$ cat src/rtl/logic_element_scan.sv
// logic_element_scan
//   K-input logic element whose configuration is loaded through a serial scan
//   chain. Each instance owns a CW-bit configuration shift register holding
//   the LUT mask, the combinational/registered output select and the output
//   register init value. Instances daisy-chain config_in -> config_out.
//
//   Optional feature macro: LE_FRACTURE_EN
//     Adds a c_frac config bit (CW grows by one) and the data_out_b port.
//     With c_frac=1 the LUT splits into two (K-1)-input halves sharing
//     data_in[K-2:0]: the lower half drives data_out, the upper data_out_b.
//
// Parameters
//   K                LUT input count (2..8), default 6
// Ports
//   clock            rising-edge clock
//   reset            synchronous, active-high reset
//   config_shift_en  shift the config chain by one bit this cycle
//   config_in        serial config bit from upstream
//   config_out       serial config bit to downstream (shreg[0])
//   config_done      high once CW bits have been shifted in since reset
//   data_in[K-1:0]   LUT select inputs
//   enable           clock enable of the output register
//   data_out         element output (gated low until config_done)
//   data_out_b       second fractured output (LE_FRACTURE_EN only)

module logic_element_scan #(
  parameter int K = 6
) (
  input  logic         clock,
  input  logic         reset,
  input  logic         config_shift_en,
  input  logic         config_in,
  output logic         config_out,
  output logic         config_done,
  input  logic [K-1:0] data_in,
  input  logic         enable,
`ifdef LE_FRACTURE_EN
  output logic         data_out_b,
`endif
  output logic         data_out
);

  localparam int LUT_N = 1 << K;
`ifdef LE_FRACTURE_EN
  localparam int CW = LUT_N + 3;
`else
  localparam int CW = LUT_N + 2;
`endif
  localparam int CNT_W = $clog2(CW + 1);
  localparam logic [CNT_W-1:0] CW_CNT = CNT_W'(CW);

  logic [CW-1:0]    shreg;
  logic [CW-1:0]    shreg_nxt;
  logic [CNT_W-1:0] count;
  logic             q;
  logic             lut_z;

  logic [LUT_N-1:0] c_lut;
  logic             c_comb;
  logic             c_init;

  assign c_lut  = shreg[LUT_N-1:0];
  assign c_comb = shreg[LUT_N];
  assign c_init = shreg[LUT_N+1];

  // Next value of the chain; also used so that the output register loads the
  // init bit of the configuration that will be live after this edge. That way
  // the first cycle with config_done high already shows the final c_init.
  always_comb begin
    shreg_nxt = shreg;
    if (config_shift_en) shreg_nxt = {config_in, shreg[CW-1:1]};
  end

  // ---- config chain and bit counter ----
  always_ff @(posedge clock) begin
    if (reset) begin
      shreg <= '0;
      count <= '0;
    end else begin
      shreg <= shreg_nxt;
      if (config_shift_en && (count != CW_CNT))
        count <= count + CNT_W'(1);
    end
  end

  assign config_done = (count == CW_CNT);
  assign config_out  = shreg[0];

  // ---- LUT ----
`ifdef LE_FRACTURE_EN
  logic c_frac;
  logic lut_hi;
  assign c_frac = shreg[LUT_N+2];
  assign lut_hi = c_lut[{1'b1, data_in[K-2:0]}];
  always_comb begin
    lut_z = c_lut[data_in];
    if (c_frac) lut_z = c_lut[{1'b0, data_in[K-2:0]}];
  end
  // Upper half is combinational only and stays gated until fully loaded.
  assign data_out_b = config_done & c_frac & lut_hi;
`else
  assign lut_z = c_lut[data_in];
`endif

  // ---- output register ----
  always_ff @(posedge clock) begin
    if (reset)
      q <= 1'b0;
    else if (!config_done)
      q <= shreg_nxt[LUT_N+1];
    else if (enable)
      q <= lut_z;
  end

  // Partial configuration must never drive routing.
  assign data_out = config_done & (c_comb ? lut_z : q);

endmodule

$ cat config.mk
export PLATFORM = sky130hd
export DESIGN_NAME = logic_element_scan
export DESIGN_NICKNAME = d
export VERILOG_FILES = /design/src/rtl/logic_element_scan.sv
export SDC_FILE = /design/constraint.sdc
export NUM_CORES = 1
export LEC_CHECK = 0
export ABC_CLOCK_PERIOD_IN_PS = 3700
export CAP_MARGIN = 20
export CORE_MARGIN = 2
export CORE_UTILIZATION = 55
export CTS_BUF_LIST = sky130_fd_sc_hd__clkbuf_8 sky130_fd_sc_hd__clkbuf_16
export DETAILED_ROUTE_END_ITERATION = 8
export PLACE_DENSITY = 0.83
export SYNTH_ARGS = -nofsm -noshare
export SYNTH_HDL_FRONTEND = slang
export SYNTH_SLANG_ARGS = --single-unit
$ cat constraint.sdc
create_clock -name clock -period 3.7 [get_ports clock]
set_input_delay 0.74 -clock clock [delete_from_list [all_inputs] [get_ports clock]]
set_output_delay 0.74 -clock clock [all_outputs]
set_load 0.02 [all_outputs]
; Word level (Yosys, flattened, before mapping)
; Cells that the tools add are included.
[totals]
out_inout_bits = 3
regBits = 74
elab_cells = 17
[op_classes]
reduce_logical = 1
eq_ne = 3
bitwise_logic = 1
addsub = 1
n_lt_le_gt_ge = 1
n_mux = 6
[ops]
columns = op, count
row1 = 2-to-1 mux 66 bit, 1
row2 = adder 7 x 1 -> 7 bit (second input constant), 1
row3 = equality test 7 bit (second input constant), 1
row4 = < comparator 6 x 7 -> 1 bit (second input constant), 1
row5 = inequality test 7 bit (second input constant), 1
row6 = binary-select mux 1 bit (select 6 bit), 1
row7 = 2-to-1 mux 1 bit, 4
row8 = inequality test 2 x 1 -> 1 bit (second input constant), 1
row9 = bitwise AND 1 bit, 1
row10 = logical AND 1 bit, 1

; Longest topological paths before layout
[depth]
word_depth = 4
depth_mapped = 7

; Worst setup path after synthesis
; OpenSTA, ideal clock, no wires.
[synth_timing]
path_type = input port to output port
start = input port data_in[1]
end = output port data_out
arrival_time_ns = 2.410
stages = 7
setup_slack_ns = 0.550
required_ns = 2.960
n_path_buf = 2
cell_sequence = buf_6 > buf_12 > mux4_2 > mux4_2 > o22ai_2 > a2bb2oi_2 > a211oi_1
[synth_between]
elab_chain_len = 4
[synth_rtl]
columns = item, line
row1 = "start, declared", 35  ; input logic [K-1:0] data_in,
row2 = binary-select mux 1 bit (select 6 bit), 102  ; assign lut_z = c_lut[data_in];
row3 = 2-to-1 mux 1 bit (not written as such), 102
row4 = 2-to-1 mux 1 bit, 116  ; assign data_out = config_done & (c_comb ? lut_z : q);
row5 = bitwise AND 1 bit, 116
row6 = "end, declared", 40  ; output logic data_out
; Every way passes these cells. The select of a mux whose other input is x is not followed.

; Worst setup path in the final report
[layout_timing]
start = input port data_in[0]
end = output port data_out
; The elaborated chain is that of the path after synthesis.

==> results.toml <==
[clock_tree]
clock_path_buffers = 2
root_buffer = "clkbuf_8"
cts_tree = "yes"
numCtsBuffers = 9
hold_buffers = 0
htree_levels = 3
cts_sinks = 74
clk_pin_slew_ps = 70
clk_latency_ps = 350

[placement]
numPortBuffers = 13
dp_cells = 371
dp_slack_ps = -473
placed_area_sq_um = 3490
gp_congestion = 0.726
dp_hpwl_mm = 3.97

[grt]
grt_pass1_vias = 2032
track_usage_pct = 19.5
overflow = 0
grt_pass1_wl_mm = 9.59
antenna_found_initial = 0
grt_max_degree = 49

[floorplanning]
start_util_pct = 56.1
rows = 28
die_w_um = 81.3
core_sq_um = 5850
floorplan.io_pins = 14
die_area_sq_um = 6600
die_h_um = 81.3

[route]
vias = 2160
routed_wl_mm = 5.96
vias_per_cell = 5.57
drcViolationCount = 0
ant_nets = 0
drt-initial-drc-count = 100
wl_per_cell_um = 15.4
dr.pass1.iters = 4

[sta]
rsz0062_at_grt = "false"
maxSlewViolCount = 0
setup_slack_ps = 63.6
post-route-period-util_pct = 98.3
finalWorstPathRequiredPeriod_ps = 3640
relSlewSlack_pct = 45.0
tightest_slew_ps = 825
finalHoldViolCount = 0
fin_skew_ps = 7.67
timing.fmax_mhz = 275
finalSetupViolations = 0

[synth]
yosysTopAreaCell = "dfxtp_1"
synthArstFlopShare_pct = 0
syn_area_per_cell_sq_um = 11.2
post_synth_inst_count = 292
synth_area_sq_um = 3280
synth_cell_types = 34
yosys_warnings = 0
synthTopCellsByCount = "dfxtp_1 (74), nor2_1 (74), mux2i_1 (68), mux4_1 (14), buf_1 (9)"
syn_nets = 305
synth.area.top_cells = "dfxtp_1 (45%), mux2i_1 (21%), mux4_1 (11%), nor2_1 (8.5%), mux4_2 (2.7%)"
synth_edf_count = 0
ys_ff_latch = 74
synthDominantCellAreaShare_pct = 45.1
seq_area_frac_synth_pct = 45.1
synth_flop_cell = "dfxtp_1"

[layout]
final_area_sq_um = 3670
antenna_cells = 0
n_fill_cell = 456
fin_nets = 321
instances_no_fill = 388
syn2layout_area_growth_pct = 11.7
drive_gt1_share_pct = 11.2

[critical_path]
critical_path_buf_inv_count = 2
startpoint_type = "input port"
slowest_stage = "clkdlybuf4s50_1"
cp.required_ps = 2960
cpPeakStageDelay_ps = 600
cp_max_fo = 3
path_delay_family = "multiplexers"
arrival_ps = 2900
cp-end-kind = "output port"
path_cells = "clkdlybuf4s50_1, mux4_1, mux2_2, o21ai_0, a2bb2oi_2, a211oi_1, buf_2"
critPathKind = "input port to output port"

[job]
max_cap_violations = 0

[status]
status = "completed"

[power]
power_density_nw_per_um2 = 406
power.leakage_nw = 1.66
irDropWorstVdd_v = 0.000365

[min_path]
hp-class = "register to register"
## final timing paths
| check | startpoint | endpoint | slack, ps | depth (start not counted) |
|---|---|---|---|---|
| max | data_in[0] | data_out | 60 | 7 |
| min | count[5]$_SDFFE_PP0P_ | count[5]$_SDFFE_PP0P_ | 510 | 2 |
| max reg2reg | shreg[35]$_SDFFE_PP0P_ | q$_SDFFE_PP0P_ | 1690 | 6 |
| min reg2reg | count[5]$_SDFFE_PP0P_ | count[5]$_SDFFE_PP0P_ | 510 | 2 |
## registers in the layout (all words and copies together), names as in the netlist
signal	count
count	7
shreg	66
q	1
## kinds of logic after synthesis
family                     after synthesis  share of synthesized area [%]
buffers and inverters                   23                           3.66
and+or+nand+nor                         88                           11.0
xor gates and xnor gates                 5                           1.33
DFF                                     74                           45.1
adders and majority gates                2                          0.762
AOI/OAI and AO/OA                       12                           2.78
muxes                                   88                           35.4
## cells in the final DEF, fill, tap and decap left out, types with 2 or more instances in the layout
cell type / count
mux4_1: 14
clkdlybuf4s50_1: 9
dfxtp_1: 74
clkinv_2: 2
a21oi_1: 2
mux2_2: 2
xor2_1: 4
o21ai_0: 3
nand2_1: 4
nor2_1: 74
buf_4: 12
mux4_2: 4
buf_2: 2
ha_1: 2
mux2i_1: 68
inv_1: 7
clkbuf_8: 9
nand4_1: 2
## where the power goes
part | switching (mW) | total, mW | internal, mW | leakage (nW)
clock network | 0.281 | 0.581 | 0.299 | 0.108
logic | 0.0537 | 0.102 | 0.0484 | 0.952
registers | 0.00382 | 0.804 | 0.800 | 0.597
total | 0.339 | 1.49 | 1.15 | 1.66
## worst register-to-register path: cells and delay by family (launching register included)
| kind | cells | cell delay (ps) |
|---|---|---|
| AO/OA/AOI/OAI | 3 | 450 |
| multiplexers | 2 | 990 |
| flip-flops | 1 | 340 |
| buffers and inverters | 1 | 130 |
## cell type report
cell class	count	area [sq um]	share of cell area [%]
Tap cell	75	93.8	2.56
Clock inverter	7	55.1	1.50
Clock buffer	9	124	3.38
Inverter	3	11.3	0.307
Multi-Input combinational cell	195	1680	45.9
Sequential cell	74	1480	40.4
Timing Repair Buffer	25	219	5.97
## routing by layer
layer	up-vias	share of wire [%]	global-route usage, %	wire length (um)
met5	-	0	0	0
met3	8	3.1	7.89	183
met2	31	46	29.8	2720
met1	1049	50	25.0	2980
met4	0	1.3	6.95	77
li1	1072	-	-	-
## stage by stage
stage | power [mW] | hold WS [ps] | utilization [%] | TNS, ps
after global routing | 1.55 | 531 | 62.7 | 0
after floorplan | 0.896 | 463 | - | 0
after CTS | 1.51 | 516 | 62.7 | 0
after global placement | 0.921 | 483 | 59.6 | -444
after detailed placement | 0.923 | 505 | 59.6 | -473
final | 1.49 | 509 | 62.7 | 0
## timing repair
action	in CTS	in global routing
hold endpoints to repair	0	0
gates resized for setup	6	0
buffers inserted	1	0
setup endpoints to repair	1	0
No activity file was read; power rests on OpenSTA's default activity.
